==> src/rtl/button_conditioner.sv <==
// Push-button front end: 2-flop sync, per-channel debounce, press/release/step pulses with auto-repeat.
// Optional macro BTN_REPEAT_ACCEL_EN shortens the repeat interval after eight repeat steps.
module button_conditioner #(
   parameter int                 NUM_BTN         = 4,
   parameter int                 DEBOUNCE_CYCLES = 1250000,
   parameter int                 REPEAT_DELAY    = 62500000,
   parameter int                 REPEAT_RATE     = 12500000,
   parameter logic [NUM_BTN-1:0] REPEAT_MASK     = {NUM_BTN{1'b1}}
) (
   input  logic               clk,
   input  logic               rst_n,
   input  logic [NUM_BTN-1:0] btn_raw,
   output logic [NUM_BTN-1:0] btn_level,
   output logic [NUM_BTN-1:0] btn_press,
   output logic [NUM_BTN-1:0] btn_release,
   output logic [NUM_BTN-1:0] btn_step
);

   localparam int DB_W   = $clog2(DEBOUNCE_CYCLES);
   localparam int RP_MAX = (REPEAT_DELAY > REPEAT_RATE) ? REPEAT_DELAY : REPEAT_RATE;
   localparam int RP_W   = $clog2(RP_MAX);

   localparam logic [DB_W-1:0] DB_LAST    = DB_W'(DEBOUNCE_CYCLES - 1);
   localparam logic [RP_W-1:0] DELAY_LAST = RP_W'(REPEAT_DELAY - 1);
   localparam logic [RP_W-1:0] RATE_LAST  = RP_W'(REPEAT_RATE - 1);

   typedef enum logic [1:0] {IDLE, HOLD, REPEAT} rp_state_t;

   logic [NUM_BTN-1:0] sync_p0, sync_p1;
   logic [NUM_BTN-1:0] level_d, rise, fall, step_d;
   logic [DB_W-1:0]    db_cnt_q [NUM_BTN];
   logic [DB_W-1:0]    db_cnt_d [NUM_BTN];
   logic [RP_W-1:0]    rp_cnt_q [NUM_BTN];
   logic [RP_W-1:0]    rp_cnt_d [NUM_BTN];
   rp_state_t          state_q  [NUM_BTN];
   rp_state_t          state_d  [NUM_BTN];
   logic [RP_W-1:0]    rate_last;

`ifdef BTN_REPEAT_ACCEL_EN
   localparam int              FAST_RATE = (REPEAT_RATE / 4 > 2) ? REPEAT_RATE / 4 : 2;
   localparam logic [RP_W-1:0] FAST_LAST = RP_W'(FAST_RATE - 1);
   // Saturating count of steps issued in REPEAT; the HOLD->REPEAT step plus seven more make eight.
   logic [2:0] acc_q [NUM_BTN];
   logic [2:0] acc_d [NUM_BTN];
`endif

   // Debounce: accept the synchronised level once it has differed for DEBOUNCE_CYCLES cycles
   always_comb begin
      for (int i = 0; i < NUM_BTN; i++) begin
         db_cnt_d[i] = db_cnt_q[i];
         level_d[i]  = btn_level[i];
         if (sync_p1[i] == btn_level[i]) begin
            db_cnt_d[i] = '0;
         end else if (db_cnt_q[i] == DB_LAST) begin
            level_d[i]  = ~btn_level[i];
            db_cnt_d[i] = '0;
         end else begin
            db_cnt_d[i] = db_cnt_q[i] + 1'b1;
         end
      end
   end

   assign rise = level_d & ~btn_level;
   assign fall = ~level_d & btn_level;

   // Repeat FSM: a level fall always wins over a coincident repeat tick
   always_comb begin
      rate_last = RATE_LAST;
      for (int i = 0; i < NUM_BTN; i++) begin
         state_d[i]  = state_q[i];
         rp_cnt_d[i] = rp_cnt_q[i];
         step_d[i]   = 1'b0;
         rate_last   = RATE_LAST;
`ifdef BTN_REPEAT_ACCEL_EN
         acc_d[i] = acc_q[i];
         if (acc_q[i] == 3'd7) rate_last = FAST_LAST;
`endif
         if (fall[i]) begin
            state_d[i]  = IDLE;
            rp_cnt_d[i] = '0;
`ifdef BTN_REPEAT_ACCEL_EN
            acc_d[i] = 3'd0;
`endif
         end else begin
            case (state_q[i])
               IDLE: begin
                  if (rise[i]) begin
                     state_d[i]  = HOLD;
                     rp_cnt_d[i] = '0;
                     step_d[i]   = 1'b1;
                  end
               end
               HOLD: begin
                  if (rp_cnt_q[i] == DELAY_LAST) begin
                     if (REPEAT_MASK[i]) begin
                        state_d[i]  = REPEAT;
                        rp_cnt_d[i] = '0;
                        step_d[i]   = 1'b1;
                     end
                  end else begin
                     rp_cnt_d[i] = rp_cnt_q[i] + 1'b1;
                  end
               end
               REPEAT: begin
                  if (rp_cnt_q[i] == rate_last) begin
                     rp_cnt_d[i] = '0;
                     step_d[i]   = 1'b1;
`ifdef BTN_REPEAT_ACCEL_EN
                     if (acc_q[i] != 3'd7) acc_d[i] = acc_q[i] + 3'd1;
`endif
                  end else begin
                     rp_cnt_d[i] = rp_cnt_q[i] + 1'b1;
                  end
               end
               default: state_d[i] = IDLE;
            endcase
         end
      end
   end

   // Register stage: synchroniser, debounce state, FSM state and output pulses
   always_ff @(posedge clk or negedge rst_n) begin
      if (!rst_n) begin
         sync_p0     <= '0;
         sync_p1     <= '0;
         btn_level   <= '0;
         btn_press   <= '0;
         btn_release <= '0;
         btn_step    <= '0;
         for (int i = 0; i < NUM_BTN; i++) begin
            db_cnt_q[i] <= '0;
            rp_cnt_q[i] <= '0;
            state_q[i]  <= IDLE;
`ifdef BTN_REPEAT_ACCEL_EN
            acc_q[i] <= 3'd0;
`endif
         end
      end else begin
         sync_p0     <= btn_raw;
         sync_p1     <= sync_p0;
         btn_level   <= level_d;
         btn_press   <= rise;
         btn_release <= fall;
         btn_step    <= step_d;
         for (int i = 0; i < NUM_BTN; i++) begin
            db_cnt_q[i] <= db_cnt_d[i];
            rp_cnt_q[i] <= rp_cnt_d[i];
            state_q[i]  <= state_d[i];
`ifdef BTN_REPEAT_ACCEL_EN
            acc_q[i] <= acc_d[i];
`endif
         end
      end
   end

endmodule
==> config.mk <==
export PLATFORM = sky130hd
export DESIGN_NAME = button_conditioner
export DESIGN_NICKNAME = d
export VERILOG_FILES = /design/src/rtl/button_conditioner.sv
export SDC_FILE = /design/constraint.sdc
export NUM_CORES = 1
export LEC_CHECK = 0
export BUFFER_PORTS_ARGS = -buffer_cell sky130_fd_sc_hd__buf_2
export CORE_UTILIZATION = 45
export DETAILED_ROUTE_END_ITERATION = 7
export PLACE_DENSITY = 0.7
export REMOVE_ABC_BUFFERS = 1
export SLEW_MARGIN = 20
export SYNTH_ARGS = -nofsm -noshare
export SYNTH_HDL_FRONTEND = slang
export SYNTH_SLANG_ARGS = --single-unit
==> constraint.sdc <==
create_clock -name clk -period 6.9 [get_ports clk]
set_input_delay 0.345 -clock clk [delete_from_list [all_inputs] [get_ports clk]]
set_output_delay 0.345 -clock clk [all_outputs]
set_load 0.02 [all_outputs]
==> results of run 1 <==
[per-layer routing]
layer,GRT usage (%),vias to the layer above,share of wire [%]
met4,4.33,0,1.7
met5,0,-,0
li1,-,4472,-
met3,2.77,24,3.2
met2,28.9,128,46
met1,25.4,4369,49
[final cells by class]
| class | instances | area (µm²) | share of cell area [%] |
|---|---|---|---|
| clock inverter | 6 | 80.1 | 0.613 |
| multi-input combinational | 940 | 5840 | 44.7 |
| sequential | 220 | 5510 | 42.1 |
| tap | 330 | 413 | 3.16 |
| clock buffer | 42 | 822 | 6.29 |
| timing repair buffer | 31 | 203 | 1.55 |
| inverter | 54 | 203 | 1.55 |
[through the flow]
| step | area [µm²] | hold WS, ps | cells |
|---|---|---|---|
| after detailed placement | 12100 | 339 | 1570 |
| after floorplan | 11500 | 49.4 | 1214 |
| after global routing | 13100 | 357 | 1623 |
| after global placement | 12100 | 332 | 1570 |
| final | 13100 | 351 | 1623 |
| after CTS | 13100 | 353 | 1623 |
[power by group through the flow]
| stage | registers (µW) | logic [µW] | clock network, µW |
|---|---|---|---|
| 2_1_floorplan | 1330 | 15.1 | 0 |
| 3_3_place_gp | 1330 | 48.5 | 0 |
| 3_5_place_dp | 1330 | 48.9 | 0 |
| 4_1_cts | 1310 | 51.2 | 1450 |
| 5_1_grt | 1310 | 57.3 | 1500 |
| 6_report | 1310 | 48.2 | 1410 |
[cells in the mapped netlist, drive strengths merged, types with 9 or more instances]
master,instances
nand3,96
ha,40
nor2,177
or3,12
a21o,18
dfrtp,220
nor3,40
inv,54
and3,34
or4,14
nand2,104
nand2b,11
o21ai,39
nand4,38
nor4,29
xor2,69
a21oi,39
a22o,16
o22ai,9
xnor2,46
clkbuf,24
[worst max-delay path, cell delays in order (launching register included)]
cell                       delay [ps]
sky130_fd_sc_hd__dfrtp_1          380
sky130_fd_sc_hd__ha_1             210
sky130_fd_sc_hd__nand3_1          160
sky130_fd_sc_hd__nor4b_1          330
sky130_fd_sc_hd__nand3_1          140
sky130_fd_sc_hd__nor2_1           170
sky130_fd_sc_hd__mux2i_1          310
sky130_fd_sc_hd__inv_1            100
sky130_fd_sc_hd__ha_1             320
sky130_fd_sc_hd__a21oi_1          630
sky130_fd_sc_hd__o211ai_2         510
sky130_fd_sc_hd__or4_1            540
sky130_fd_sc_hd__o211ai_1          90
[how the worst min path moves through the flow]
stage	startpoint	endpoint	slack (ps)
after CTS	sync_p0[3]	sync_p1[3]	350
after floorplan	rst_n	btn_level[0]	50
final	sync_p0[3]	sync_p1[3]	350
after global placement	sync_p0[3]	sync_p1[3]	330
after global routing	sync_p0[3]	sync_p1[3]	360
after detailed placement	sync_p0[3]	sync_p1[3]	340
[logic make-up after synthesis]
group           after synthesis  synth area share, %
flops                       220                 47.1
simple gates                601                 25.9
xor+xnor                    115                 8.62
compound gates              178                 10.7
buf+inv                      86                 2.87
mux                           6                0.525
fa+ha+maj                    40                 4.28
[timing repair]
item                                   4_1_cts  5_1_grt
hold buffers                                 5        0
endpoints found under the hold margin       89        0
setup endpoints to repair                    0        0
==> parameters.txt, run 1 <==
Parameter                              Value

Timing
  Peak clock frequency supported by timing ... around 250 MHz
  Final worst path period need ... roughly 4000 ps
  Setup TNS ... 0 ps
  Smallest setup slack after layout ... around 2900 ps
  Clock skew ... 15.9 ps
  Relative slew margins ... between 30% and 40%
  Worst slew pin tran ... ~950 ps
  Count of pins over their slew limit ... 0
  Number of setup violations in the final report ... 0
  Unrepaired setup endpoints after global routing ... false
  Endpoints failing hold ... 0
  Final period util ... a little under three fifths

Power and ir drop
  Cell internal pwr ... about 2200 µW
  Peak supply drop ... 173 µV
  Clock network power share ... between 50 and 60%
  Switching portion of total power ... roughly a fifth
  Power spent charging and discharging nets ... 574 µW
  Share of total power in sequential cells ... 47.2%
  Leakage component of the power ... around 0.0056 µW
  Comb power frac ... between 1.5 and 2%
  Cell Pwr Density ... roughly 210 nW/µm²
  Total power ... ~2800 µW

Global routing
  Pin count of the biggest net entering global routing ... slightly below 90
  Number of global-route vias before repair ... about 8600
  Global-route usage over all layers ... between 10% and 20%
  Number of antenna violations at the first check in global routing ... 0
  Global-route wire length before repair ... between 40000 and 50000 µm
  Overall overflow remaining after global route ... 0

Clocking
  Clock latency of the later-clocked register in the worst-skew pair ... between 500 and 600 ps
  Count of clock tree sinks ... between 200 and 250
  Inserted Clock Buffers ... 26
  Deepest clock path buffer count ... 3
  Post-CTS Resized ... 0
  Reg clk slew, reported paths ... ~60 ps
  CTS tree ... built
  Root Driver ... sky130_fd_sc_hd__clkbuf_16
  H-Tree Depth ... 1
  Postcts setup bufs ... 0

Final layout
  Most common library cell in the layout ignoring fill and taps ... sky130_fd_sc_hd__dfrtp_1
  Synth-to-Final Area Change ... 11.9%
  Total Nets Final ... between 1000 and 1500
  Number of antenna diodes ... 0
  Max FFs per register ... roughly 100
  Top reg by flops ... rp_cnt_q
  Ratio of cells with drive above 1 in the final layout ... 7.19%
  Fraction of the core area covered by cells at the end of the flow ... slightly above 50%
  Commonest cells after routing, fill and taps aside ... 220 x sky130_fd_sc_hd__dfrtp_1, 177 x sky130_fd_sc_hd__nor2_1, 104 x sky130_fd_sc_hd__nand2_1
  Largest registers ... rp_cnt_q x104, db_cnt_q x84, state_q x8
  Number of fill cells in the layout ... about 2300

Routing
  Via/cell ratio ... between 5 and 6
  Routed WL per cell ... approximately 14 µm
  Iter 0 DRT Violations ... between 600 and 700
  Vias ... 8993
  Detailed Routing Iterations Pass 1 ... 4
  Final antenna-violating net count ... 0
  Post-route DRC ... 0
  Routed WL ... 23200 µm

Setup path
  Required time of the critical path ... around 7300 ps
  Crit start category ... flip-flop
  Critical path capture point ... rp_cnt_q[23]
  Startpoint of the worst-slack reg-to-reg timing path ... db_cnt_q[0]
  Type of element capturing the critical path ... flip-flop
  Crit path max fanout ... 16
  Startpoint of the worst setup timing path ... db_cnt_q[0]
  Classification of the worst setup path ... flip-flop to flip-flop
  Terminus of the critical flop-to-flop path ... rp_cnt_q[23]
  Endpoint arrival time on the critical path ... about 4400 ps
  Worst-case reg-to-reg path depth ... 12
  Reg2reg setup slack ... 2930 ps

Yosys
  Number of warnings reported in the yosys synthesis log ... 0
  Cell area after technology mapping ... about 12000 µm²
  Post-synthesis cell type count ... 64
  Fraction of registers with async set or reset after synthesis ... 100%
  Portion of synthesized cell area occupied by the leading cell type ... about 47%
  Synthesized area per cell ... 9.37 µm²
  Count of flip-flops with a built-in enable after synthesis ... 0
  Area leader, netlist ... sky130_fd_sc_hd__dfrtp_1
  Total of flip-flops plus latches after synthesis ... 220
  Syn Inst Count ... about 1200
  Seq/Total Area, Yosys ... roughly 47%
  Most frequently used flop master after synthesis ... sky130_fd_sc_hd__dfrtp_1
  Top cells by area, synth ... sky130_fd_sc_hd__dfrtp_1 47%, sky130_fd_sc_hd__nor2_1 5.7%, sky130_fd_sc_hd__xor2_1 5.2%

Place
  Global placer's final weighted congestion ... between 0.8 and 0.9
  Port bufs ... 21
  Worst-case setup slack after placement ... about 3000 ps
  Post-detailed-placement half-perimeter wirelength ... approximately 15000 µm

Die
  Horiz. Die Dim ... 163 µm
  Ports ... 22
  Row cnt ... 58
  Core box area ... ~25000 µm²
  Height of the die ... between 150 and 200 µm
  Initial Util ... around 46%
  Area enclosed by the die boundary ... approximately 27000 µm²

Outcome
  Outcome ... complete, no violations

Hold path
  Tightest Hold Check Type ... flip-flop to flip-flop
  Hold Path Depth ... 0

Job
  Reported max-cap violation count ... 0
Power figures use the tool's default switching activity.
==> run 2, diff against run 1 <==
Clock period 6.9 ns to 3.8 ns, I/O delays scaled along.
==> parameters.txt, run 2 (synthesis results as in run 1) <==
Parameter                              Value

Outcome
  Outcome ... complete, no violations

Timing
  Final period util ... 93.4% (+36 points)
  Final worst path period need ... 3550 ps (-421 ps)
  Worst slew pin tran ... 898 ps (-52.3 ps)
  Relative slew margins ... 39.5% (+3.4 points)
  Number of setup violations in the final report ... 0 (unchanged)
  Peak clock frequency supported by timing ... 282 MHz (+12%)
  Hold WS ... 313 ps (-38.0 ps)
  Endpoints failing hold ... 0 (unchanged)
  Setup TNS ... 0 ps (unchanged)
  Unrepaired setup endpoints after global routing ... false
  Count of pins over their slew limit ... 0 (unchanged)
  Clock skew ... 13.8 ps (-2.13 ps)

Final layout
  Synth-to-Final Area Change ... 11.8% (about the same)
  Ratio of cells with drive above 1 in the final layout ... 7.85% (+0.66 points)
  Commonest cells after routing, fill and taps aside ... 220 x sky130_fd_sc_hd__dfrtp_1, 177 x sky130_fd_sc_hd__nor2_1, 104 x sky130_fd_sc_hd__nand2_1
  Number of fill cells in the layout ... 2289 (+0.97%)
  Max FFs per register ... 104 (unchanged)
  Footprint of the multi-input gates ... 5840 µm² (unchanged)
  Top reg by flops ... rp_cnt_q
  Largest registers ... rp_cnt_q x104, db_cnt_q x84, state_q x8
  Area of all placed cells without fillers ... 13100 µm² (about the same)
  Fraction of the core area covered by cells at the end of the flow ... 51.6% (about the same)
  Most common library cell in the layout ignoring fill and taps ... sky130_fd_sc_hd__dfrtp_1
  Total Nets Final ... 1329 (+0.76%)
  Footprint of the flip-flops and latches ... 5510 µm² (unchanged)
  Number of antenna diodes ... 0 (unchanged)

Die
  Area enclosed by the die boundary ... 26600 µm² (unchanged)
  Core box area ... 25300 µm² (unchanged)
  Ports ... 22 (unchanged)
  Row cnt ... 58 (unchanged)
  Initial Util ... 46.1% (unchanged)
  Horiz. Die Dim ... 163 µm (unchanged)
  Height of the die ... 163 µm (unchanged)

Setup path
  Peak per-stage delay on the critical path ... 680 ps (+50 ps)
  Endpoint arrival time on the critical path ... 3910 ps (-490 ps)
  Required time of the critical path ... 4160 ps (-3170 ps)
  Crit start category ... flip-flop
  Critical-path cell list ... or4b_2, nor4_1, and3_1, mux2i_1, inv_1, ha_1, a21o_1, nor2_1, nor2_1
  Type of element capturing the critical path ... flip-flop
  Critical path's slowest cell ... sky130_fd_sc_hd__nor2_1
  Classification of the worst setup path ... flip-flop to flip-flop
  Cell repeated most along the worst path ... sky130_fd_sc_hd__nor2_1
  Crit path max fanout ... 17 (+1)

Place
  Port bufs ... 21 (unchanged)
  Placed inst area ... 12200 µm² (+0.79%)
  Global placer's final weighted congestion ... 0.838 (-0.76%)
  Post-detailed-placement half-perimeter wirelength ... 15400 µm (-0.18%)

Routing
  Detailed Routing Iterations Pass 1 ... 4 (unchanged)
  Via/cell ratio ... 5.51 (-0.59%)
  Iter 0 DRT Violations ... 525 (-17%)
  Routed WL ... 23000 µm (-0.50%)
  Routed WL per cell ... 14.1 µm (-0.87%)
  Final antenna-violating net count ... 0 (unchanged)
  Vias ... 8973 (-0.22%)
  Post-route DRC ... 0 (unchanged)

Power and ir drop
  Total power ... 4780 µW (+73%)
  Peak supply drop ... 369 µV (+110%)
  Cell Pwr Density ... 366 nW/µm² (+73%)
  Leakage component of the power ... 0.00559 µW (+0.20%)

Job
  Reported max-cap violation count ... 0 (unchanged)

Clocking
  Root Driver ... sky130_fd_sc_hd__clkbuf_16
  Postcts setup bufs ... 0 (unchanged)
  Deepest clock path buffer count ... 3 (unchanged)
  CTS tree ... built
  Hold buffers post-CTS ... 5 (unchanged)
  Count of clock tree sinks ... 220 (unchanged)
  Reg clk slew, reported paths ... 60 ps (about the same)
  Clock latency of the later-clocked register in the worst-skew pair ... 520 ps (about the same)
  Post-CTS Resized ... 0 (unchanged)
  H-Tree Depth ... 1 (unchanged)
  Inserted Clock Buffers ... 25 (-3.8%)

Global routing
  Number of global-route vias before repair ... 8743 (+1.5%)
  Number of antenna violations at the first check in global routing ... 0 (unchanged)
  Global-route usage over all layers ... 17.7% (-0.25 points)
  Pin count of the biggest net entering global routing ... 114 (+30%)
  Overall overflow remaining after global route ... 0 (unchanged)
  Global-route wire length before repair ... 40100 µm (-1.2%)

Hold path
  Tightest Hold Check Type ... primary input to asynchronous set/reset pin
-- run 2: path summary, 6_finish.rpt --
| kind | from | end | slack [ps] | cells past startpoint |
|---|---|---|---|---|
| setup / recovery | db_cnt_q[34] | rp_cnt_q[47] | 250 | 9 |
| hold / removal | rst_n | rp_cnt_q[30] | 310 | 2 |
| setup reg to reg | db_cnt_q[34] | rp_cnt_q[47] | 250 | 9 |
| hold reg to reg | sync_p0[3] | sync_p1[3] | 360 | 0 |
| max in group asynchronous | rst_n | rp_cnt_q[9] | 2590 | 3 |
| min in group clk | btn_raw[3] | sync_p0[3] | 310 | 2 |
-- run 2: layout make-up --
| class | count | area share, % |
|---|---|---|
| Timing Repair Buffer | 42 | 2.28 |
| Multi-Input combinational cell | 940 | 44.7 |
| Clock buffer | 35 | 5.61 |
| Tap cell | 330 | 3.16 |
| Sequential cell | 220 | 42.2 |
| Clock inverter | 8 | 0.517 |
| Inverter | 54 | 1.55 |
-- run 2: through the flow --
stage	std cells	setup slack, ps
global placement	1581	387
global route	1629	22.1
detailed placement	1581	266
CTS	1629	236
floorplan	1214	182
finish	1629	249
-- run 2: critical path: cells and delay by family (launching register included) --
family	cells	cell delay [ps]
mux	1	300
flops	1	420
fa+ha+maj	1	330
simple gates	5	1900
compound gates	1	350
buf+inv	1	100
-- run 2: per-layer routing --
metal	up-vias	routed length [µm]	track usage [%]
li1	4494	-	-
met1	4337	11200	24.1
met2	113	10700	29.7
met3	29	698	2.62
met4	0	468	4.46
met5	-	0	0
-- run 2: report_power, final --
part | internal, µW | switching (µW) | total, µW
combinational | 22.0 | 68.0 | 90.1
sequential | 2360 | 12.2 | 2370
clock | 1400 | 923 | 2320
total | 3780 | 1000 | 4780
==> run 3, diff against run 2 <==
Settings changed: BUFFER_PORTS_ARGS -buffer_cell sky130_fd_sc_hd__buf_2 to -buffer_cell sky130_fd_sc_hd__buf_4.
==> parameters.txt, run 3 (synthesis results as in run 1) <==
Parameter                              Value

Outcome
  Outcome ... complete, no violations

Timing
  Worst slew pin tran ... 894 ps (-3.11 ps)
  Peak clock frequency supported by timing ... 292 MHz (+3.5%)
  Relative slew margins ... 40.4% (+0.84 points)
  Smallest setup slack after layout ... 370 ps (+121 ps)
  Setup TNS ... 0 ps (unchanged)
  Final period util ... 90.3% (-3.2 points)
  Endpoints failing hold ... 0 (unchanged)
  Count of pins over their slew limit ... 0 (unchanged)
  Final worst path period need ... 3430 ps (-121 ps)
  Clock skew ... 8.40 ps (-5.41 ps)
  Unrepaired setup endpoints after global routing ... false
  Number of setup violations in the final report ... 0 (unchanged)

Clocking
  Deepest clock path buffer count ... 3 (unchanged)
  Root Driver ... sky130_fd_sc_hd__clkbuf_16
  Postcts setup bufs ... 0 (unchanged)
  Count of clock tree sinks ... 220 (unchanged)
  H-Tree Depth ... 1 (unchanged)
  Inserted Clock Buffers ... 25 (unchanged)
  CTS tree ... built
  Clock latency of the later-clocked register in the worst-skew pair ... 510 ps (about the same)
  Reg clk slew, reported paths ... 60 ps (about the same)

Final layout
  Most common library cell in the layout ignoring fill and taps ... sky130_fd_sc_hd__dfrtp_1
  Ratio of cells with drive above 1 in the final layout ... 8.01% (+0.15 points)
  Synth-to-Final Area Change ... 12.0%
  Number of fill cells in the layout ... 2307 (+0.79%)
  Footprint of the flip-flops and latches ... 5510 µm² (unchanged)
  Total Nets Final ... 1329 (unchanged)
  Commonest cells after routing, fill and taps aside ... 220 x sky130_fd_sc_hd__dfrtp_1, 176 x sky130_fd_sc_hd__nor2_1, 104 x sky130_fd_sc_hd__nand2_1
  Top reg by flops ... rp_cnt_q
  Max FFs per register ... 104 (unchanged)
  Number of antenna diodes ... 0 (unchanged)
  Largest registers ... rp_cnt_q x104, db_cnt_q x84, state_q x8
  Footprint of the multi-input gates ... 5850 µm² (+0.11%)

Setup path
  Endpoint arrival time on the critical path ... 3880 ps (-30 ps)
  Required time of the critical path ... 4260 ps (+100 ps)
  Type of element capturing the critical path ... flip-flop
  Crit path max fanout ... 13 (-4)
  Classification of the worst setup path ... flip-flop to flip-flop
  Crit start category ... flip-flop

Power and ir drop
  Peak supply drop ... 346 µV (-6.1%)
  Cell Pwr Density ... 359 nW/µm² (-1.9%)
  Leakage component of the power ... 0.00558 µW (-0.25%)

Routing
  Iter 0 DRT Violations ... 663 (+26%)
  Vias ... 9032 (+0.66%)
  Routed WL per cell ... 14.2 µm (+0.20%)
  Routed WL ... 23100 µm (+0.20%)
  Via/cell ratio ... 5.54 (+0.66%)
  Post-route DRC ... 0 (unchanged)
  Final antenna-violating net count ... 0 (unchanged)
  Detailed Routing Iterations Pass 1 ... 4 (unchanged)

Place
  Post-detailed-placement half-perimeter wirelength ... 15500 µm (+0.77%)
  Global placer's final weighted congestion ... 0.835 (-0.25%)
  Port bufs ... 21 (unchanged)
  Worst-case setup slack after placement ... 168 ps (-98.3 ps)

Die
  Core box area ... 25300 µm² (unchanged)
  Area enclosed by the die boundary ... 26600 µm² (unchanged)
  Ports ... 22 (unchanged)
  Height of the die ... 163 µm (unchanged)
  Horiz. Die Dim ... 163 µm (unchanged)
  Initial Util ... 46.1% (unchanged)
  Row cnt ... 58 (unchanged)

Global routing
  Overall overflow remaining after global route ... 0 (unchanged)
  Number of antenna violations at the first check in global routing ... 0 (unchanged)
  Pin count of the biggest net entering global routing ... 117 (+2.6%)
  Number of global-route vias before repair ... 8612 (-1.5%)
  Global-route wire length before repair ... 40600 µm (+1.2%)
  Global-route usage over all layers ... 18.0% (+0.24 points)

Job
  Reported max-cap violation count ... 0 (unchanged)

Hold path
  Tightest Hold Check Type ... primary input to asynchronous set/reset pin
run 3: cell count changes in the layout (fill, tap and decap cells not counted), sizes merged:
cell	previous run	this run
clkinv	6	8
clkbuf	35	34
bufinv	1	0
run 3: worst max-delay path, stage by stage (launching register included):
cell,delay (ps)
sky130_fd_sc_hd__dfrtp_1,380
sky130_fd_sc_hd__ha_1,190
sky130_fd_sc_hd__and3_1,250
sky130_fd_sc_hd__nand3_1,100
sky130_fd_sc_hd__nor4_1,440
sky130_fd_sc_hd__mux2i_1,350
sky130_fd_sc_hd__inv_1,100
sky130_fd_sc_hd__ha_1,350
sky130_fd_sc_hd__a21o_1,250
sky130_fd_sc_hd__a2111oi_2,420
sky130_fd_sc_hd__buf_4,250
sky130_fd_sc_hd__and3_1,170
sky130_fd_sc_hd__a221o_1,100
run 3: power by group:
part | switching (µW) | internal, µW
Sequential | 12.8 | 2360
Clock | 921 | 1310
Combinational | 69.5 | 23.3
Total | 1000 | 3690
run 3: layout make-up:
cell class	instances	share of cell area, %
clock buffer	34	5.50
clock inverter	9	0.363
inverter	54	1.55
multi-input combinational	940	44.7
sequential	220	42.1
tap	330	3.16
timing repair buffer	42	2.66
run 3: layer usage:
metal / track usage [%] / part of all wire, % / vias to the layer above
met3: 2.18 / 2.8 / 46
li1: - / - / 4486
met2: 29.1 / 45 / 136
met1: 25.3 / 49 / 4364
met4: 5.31 / 2.6 / 0
met5: 0 / 0 / -
run 3: timing repair:
action | 4_1_cts | 5_1_grt
gates resized for setup | 0 | 2
hold endpoints to repair | 117 | 0
endpoints found under the setup margin | 0 | 17
hold buffers | 5 | 0
run 3: metrics by stage:
step	hold slack [ps]	instances	power [µW]	utilization, %	instance area (µm²)
after floorplan	-106	1214	2440	-	11500
after CTS	304	1629	4780	51.6	13100
after global placement	300	1581	2500	48.4	12300
after global routing	315	1629	4880	51.7	13100
after detailed placement	301	1581	2510	48.4	12300
final	315	1629	4700	51.7	13100
run 3: worst paths after layout:
kind	from	endpoint	slack [ps]	depth (start not counted)
hold reg to reg	sync_p0[0]	sync_p1[0]	350	0
max in group asynchronous	rst_n	rp_cnt_q[13]	2550	3
setup / recovery	db_cnt_q[42]	rp_cnt_q[71]	370	12
hold / removal	rst_n	rp_cnt_q[29]	310	2
min in group clk	btn_raw[3]	sync_p0[3]	330	2
setup reg to reg	db_cnt_q[42]	rp_cnt_q[71]	370	12
